File: src/rtl/root_arbiter.sv
// root_arbiter: round-robin front end that shares one root engine between
// NREQ requesters, holding the engine inputs steady during the computation,
// bounding the wait with a timeout and resetting the engine when it expires.
//
// Ports
//   clk, rst                      clock, synchronous active-high reset
//   req_valid/req_ready           per-requester request / one-hot accept
//   req_radicand, req_degree      packed per-requester operands (10 / 3 bits each)
//   rsp_valid/rsp_ready           result handshake towards the consumer
//   rsp_id, rsp_data, rsp_err     owning requester, Q10.10 root, error flag
//   eng_in_valid, eng_in_data_1/2 launch strobe and held operands to the engine
//   eng_out_valid, eng_out_data   engine result strobe and value
//   eng_rst_n                     engine reset, active-low
module root_arbiter #(
   parameter int unsigned NREQ    = 4,
   parameter int unsigned TIMEOUT = 64
) (
   input  logic              clk,
   input  logic              rst,
   input  logic [NREQ-1:0]   req_valid,
   output logic [NREQ-1:0]   req_ready,
   input  logic [NREQ*10-1:0] req_radicand,
   input  logic [NREQ*3-1:0] req_degree,
   output logic              rsp_valid,
   input  logic              rsp_ready,
   output logic [2:0]        rsp_id,
   output logic [19:0]       rsp_data,
   output logic              rsp_err,
   output logic              eng_in_valid,
   output logic [9:0]        eng_in_data_1,
   output logic [2:0]        eng_in_data_2,
   input  logic              eng_out_valid,
   input  logic [19:0]       eng_out_data,
   output logic              eng_rst_n
);

   localparam int unsigned PW = (NREQ > 1) ? $clog2(NREQ) : 1;
   localparam int unsigned IW = 3;
   localparam int unsigned CW = $clog2(TIMEOUT + 1);

   typedef enum logic [2:0] {
      S_IDLE,
      S_LAUNCH,
      S_HOLD,
      S_RESP,
      S_ERESET
   } state_t;

   state_t          state;
   logic [PW-1:0]   last_grant;
   logic [CW-1:0]   counter;

   logic [9:0]      rad_a [NREQ];
   logic [2:0]      deg_a [NREQ];
   logic [PW-1:0]   scan_idx;
   logic [PW-1:0]   grant_idx;
   logic            any_req;
   logic            grant;

   // Unpack the flat operand buses into per-requester arrays.
   for (genvar i = 0; i < NREQ; i++) begin : g_unpack
      assign rad_a[i] = req_radicand[10*i +: 10];
      assign deg_a[i] = req_degree[3*i +: 3];
   end

   // Round-robin scan: first requesting index after last_grant, wrapping.
   always_comb begin
      any_req   = 1'b0;
      grant_idx = '0;
      scan_idx  = '0;
      for (int unsigned k = 1; k <= NREQ; k++) begin
         scan_idx = PW'((32'(last_grant) + k) % NREQ);
         if (!any_req && req_valid[scan_idx]) begin
            any_req   = 1'b1;
            grant_idx = scan_idx;
         end
      end
   end

   // A grant is only possible in IDLE once any engine result tail has drained.
   assign grant = (state == S_IDLE) && !rst && !eng_out_valid && any_req;

   // The accept must answer the requester in the same cycle it is offered.
   always_comb begin
      req_ready = '0;
      if (grant) req_ready[grant_idx] = 1'b1;
   end

   // Control FSM with registered outputs.
   always_ff @(posedge clk) begin
      if (rst) begin
         state         <= S_IDLE;
         last_grant    <= PW'(NREQ - 1);
         counter       <= '0;
         rsp_valid     <= 1'b0;
         rsp_id        <= '0;
         rsp_data      <= '0;
         rsp_err       <= 1'b0;
         eng_in_valid  <= 1'b0;
         eng_in_data_1 <= '0;
         eng_in_data_2 <= '0;
         eng_rst_n     <= 1'b0;
      end else begin
         eng_in_valid <= 1'b0;
         eng_rst_n    <= 1'b1;
         case (state)
            S_IDLE: begin
               if (grant) begin
                  last_grant    <= grant_idx;
                  rsp_id        <= IW'(grant_idx);
                  eng_in_data_1 <= rad_a[grant_idx];
                  eng_in_data_2 <= deg_a[grant_idx];
                  if (deg_a[grant_idx] == 3'd0) begin
                     // Degree 0 has no root: answer with an error, skip the engine.
                     rsp_data  <= '0;
                     rsp_err   <= 1'b1;
                     rsp_valid <= 1'b1;
                     state     <= S_RESP;
                  end else begin
                     eng_in_valid <= 1'b1;
                     counter      <= '0;
                     state        <= S_LAUNCH;
                  end
               end
            end
            S_LAUNCH: begin
               counter <= '0;
               state   <= S_HOLD;
            end
            S_HOLD: begin
               if (eng_out_valid) begin
                  rsp_data  <= eng_out_data;
                  rsp_err   <= 1'b0;
                  rsp_valid <= 1'b1;
                  state     <= S_RESP;
               end else if (counter == CW'(TIMEOUT - 1)) begin
                  // Last permitted HOLD cycle without a result: reset the engine.
                  counter   <= '0;
                  rsp_data  <= '0;
                  rsp_err   <= 1'b1;
                  eng_rst_n <= 1'b0;
                  state     <= S_ERESET;
               end else begin
                  counter <= counter + CW'(1);
               end
            end
            S_ERESET: begin
               // Two cycles of engine reset, counted with the shared counter.
               if (counter == CW'(1)) begin
                  counter   <= '0;
                  rsp_valid <= 1'b1;
                  state     <= S_RESP;
               end else begin
                  counter   <= counter + CW'(1);
                  eng_rst_n <= 1'b0;
               end
            end
            S_RESP: begin
               if (rsp_ready) begin
                  rsp_valid <= 1'b0;
                  state     <= S_IDLE;
               end
            end
            default: begin
               state <= S_IDLE;
            end
         endcase
      end
   end

endmodule
File: config.mk
export PLATFORM = sky130hd
export DESIGN_NAME = root_arbiter
export DESIGN_NICKNAME = d
export VERILOG_FILES = /design/src/rtl/root_arbiter.sv
export SDC_FILE = /design/constraint.sdc
export NUM_CORES = 1
export LEC_CHECK = 0
export CORE_ASPECT_RATIO = 0.5
export CORE_MARGIN = 2
export CORE_UTILIZATION = 45
export DETAILED_ROUTE_END_ITERATION = 10
export PLACE_DENSITY = 0.94
export SKIP_CTS_REPAIR_TIMING = 1
export SYNTH_ARGS = -nofsm -noshare
export SYNTH_HDL_FRONTEND = slang
export SYNTH_SLANG_ARGS = --single-unit
File: constraint.sdc
create_clock -name clk -period 3.03 [get_ports clk]
set_clock_uncertainty 0.2 [all_clocks]
set_input_delay 0.4545 -clock clk [delete_from_list [all_inputs] [get_ports clk]]
set_output_delay 0.4545 -clock clk [all_outputs]
set_load 0.05 [all_outputs]
==> summary.md <==
| Metric | Value |
|---|---|
| Die Y | 58.2 um |
| Fraction of layout instances using a drive strength above 1 | 10.0% |
| Setup violators final | 0 |
| Vias in the first global route | 2787 |
| Layout area overhead | 56.6% |
| Later-pin clock latency in the skew report | just under 0.3 ns |
| Yosys reg bits | 51 |
| Max Transition Viols Final | 0 |
| CP Capture Type | output port |
| Distinct cells, synth | 47 |
| Ys async rst share | 0% |
| Clk sinks | 51 |
| ANT cells | 0 |
| Crit start category | input port |
| Mapped Nets | 385 |
| Placement Cell Area | 3980 um^2 |
| Aggregate global routing overflow | 0 |
| Area occupied by multi-input gates | 1500 um^2 |
| NumNets Final | roughly 500 |
| Overall die width | 112 um |
| Setup TNS | 0 ns |
| TritonCTS clock tree | built |
| Power Density | 473 nW/um^2 |
| Antenna-violating nets left | 0 |
| Primary FF master, synth | dfxtp_1 |
| Min Hold Slack | 0.256 ns |
| Sequential-to-total area share from yosys stat | between 30% and 40% |
| Final Core Density | between 70% and 80% |
| Most frequent cells in the layout | clkdlybuf4s50_1 (118), dfxtp_1 (51), nand2_1 (39) |
| GRT Overall Usage | 25.2% |
| Num CTS Buffers | 5 |
| Routed WL per cell | 16.7 um |
| Maximum vdd drop | 0.360 mV |
| Via-per-instance ratio | 5.71 |
| WS Path Type | input port to output port |
| I/O pins | 124 |
| First-pass DRT Iterations | 5 |
| Slowest-stage cell, CP | clkdlybuf4s50_1 |
| RD Place Congestion | between 0.8 and 0.9 |
| CP Cell Sequence | clkdlybuf4s50_1 -> and2b_1 -> o21ai_0 -> o311a_1 -> buf_4 -> nor3b_2 -> buf_12 |
| Finished Cell Area | 4150 um^2 |
| Status | finished, final reports clean |
| Max clock buf depth | 2 |
| Initial antenna violation count | 0 |
| Post-synthesis cell count | slightly above 300 |
| Max-cap viol count | 0 |
| First-pass GRT wire length | 13.2 mm |
| Die Area | around 6600 um^2 |
| WP buf/inv | 3 |
| Storage cell area | around 1000 um^2 |
| Final Hold Viols | 0 |
| Total Wirelength | 8.22 mm |
| Clock Tree Root | clkbuf_16 |
| Minimum clock period | 2.84 ns |
| CP max stage delay | 0.47 ns |
| Vias | 2814 |
| FP Rows | 19 |
| Synthesized area | about 2600 um^2 |
| Filler cell count | 383 |
| Total number of yosys warnings | 0 |
| Rel. slew slack | 13.7% |
| Delay-heaviest family, CP | buffers and inverters |
| Worst slew pin tran | about 1.3 ns |
| Iter 0 DRT Violations | 172 |
| Commonest non-fill, non-tap cell in the layout | clkdlybuf4s50_1 |
| Critical Path RT | ~2.4 ns |
| Reg clk slew, reported paths | approximately 0.070 ns |
| RSZ-0062 raised after global routing | no |
| Number of port buffers | 122 |
| Final period utilization | about 94% |
| Core area | approximately 5600 um^2 |
| H-tree Lvls | 2 |
| FMAX | 352 MHz |
| Largest net degree at the start of global routing | 35 |
| Avg Synthesized Cell Area | 8.74 um^2 |
| Starting Density | 47.4% |
| Post-synth EDFFs | 0 |
| # DRC | 0 |
| HP Class | flop to flop |
| Leak | 1.53 nW |
| Crit path max fanout | 6 |
| Data arrival time of the critical path | 2.19 ns |
| Dpl hpwl | 6.12 mm |
[cell usage after synthesis, types with 3 or more instances]
| cell | n | area [um^2] |
|---|---|---|
| buf_2 | 7 | 35.0 |
| a21oi_1 | 25 | 125 |
| nor3_1 | 11 | 55.1 |
| mux2i_1 | 17 | 170 |
| a22o_1 | 21 | 184 |
| nand2_1 | 39 | 146 |
| nand3_1 | 4 | 20.0 |
| and2_1 | 3 | 18.8 |
| a21o_1 | 4 | 30.0 |
| clkbuf_1 | 11 | 41.3 |
| dfxtp_1 | 51 | 1020 |
| a311oi_1 | 4 | 35.0 |
| nor2b_1 | 4 | 25.0 |
| mux2_2 | 13 | 146 |
| o211ai_1 | 15 | 113 |
| o21ai_0 | 9 | 45.0 |
| nor2_1 | 19 | 71.3 |
| nand2b_1 | 5 | 31.3 |
| inv_1 | 3 | 11.3 |
| buf_6 | 3 | 33.8 |
[power by group]
part | leakage [nW] | internal (mW) | switching [mW] | total [mW]
Sequential | 0.414 | 0.707 | 0.0339 | 0.741
Combinational | 1.04 | 0.277 | 0.312 | 0.588
Clock | 0.0759 | 0.385 | 0.247 | 0.632
[routing by layer]
layer,vias to the layer above,wire [um],track usage [%]
li1,1337,-,-
met1,1335,3200,27.5
met2,130,4390,49.7
met3,12,520,5.75
met4,0,117,7.49
met5,-,0,0
[sequential cells by signal, indices dropped and copies added (netlist names)]
register	cells
rsp_err	1
eng_in_valid	1
rsp_id	2
eng_in_data_2	3
rsp_data	20
eng_in_data_1	10
last_grant	2
counter	7
state	3
rsp_valid	1
eng_rst_n	1
[worst paths after layout]
kind              depth (start not counted)  slack, ns              from          endpoint
setup reg to reg                          4       0.60          state[0]       rsp_data[5]
setup / recovery                          7       0.19      req_valid[3]      req_ready[0]
hold / removal                            2       0.26  eng_in_data_1[8]  eng_in_data_1[8]
hold reg to reg                           2       0.26  eng_in_data_1[8]  eng_in_data_1[8]
[kinds of logic after synthesis]
group | after synthesis | synth area share, %
other cells | 1 | 0.142
compound gates | 93 | 24.8
buf+inv | 26 | 5.01
flops | 51 | 38.6
mux | 31 | 12.8
simple gates | 99 | 17.8
fa+ha+maj | 2 | 0.945
[stage by stage]
stage | instances | setup WS, ns | total power [mW]
finish | 493 | 0.189 | 1.96
global route | 493 | 0.0180 | 2.04
CTS | 493 | 0.188 | 1.97
detailed placement | 486 | 0.163 | 1.34
global placement | 486 | 0.221 | 1.32
floorplan | 303 | 0.316 | 1.10
[worst register-to-register path, cell delays in order, from the launching register on]
cell     delay [ns]
dfxtp_1        0.52
nor2_1         0.27
nand3_1        0.12
nor2_1         0.99
a22o_1         0.27
[area by class of cell]
type                    instances  share of cell area, %
multi-input cells             226                   36.3
repair buffers                133                   32.7
flip-flops and latches         51                   24.6
clock buffers                   5                   3.02
well taps                      73                   2.20
clock inverters                 2                  0.905
inverters                       3                  0.272
Power figures use the tool's default switching activity.
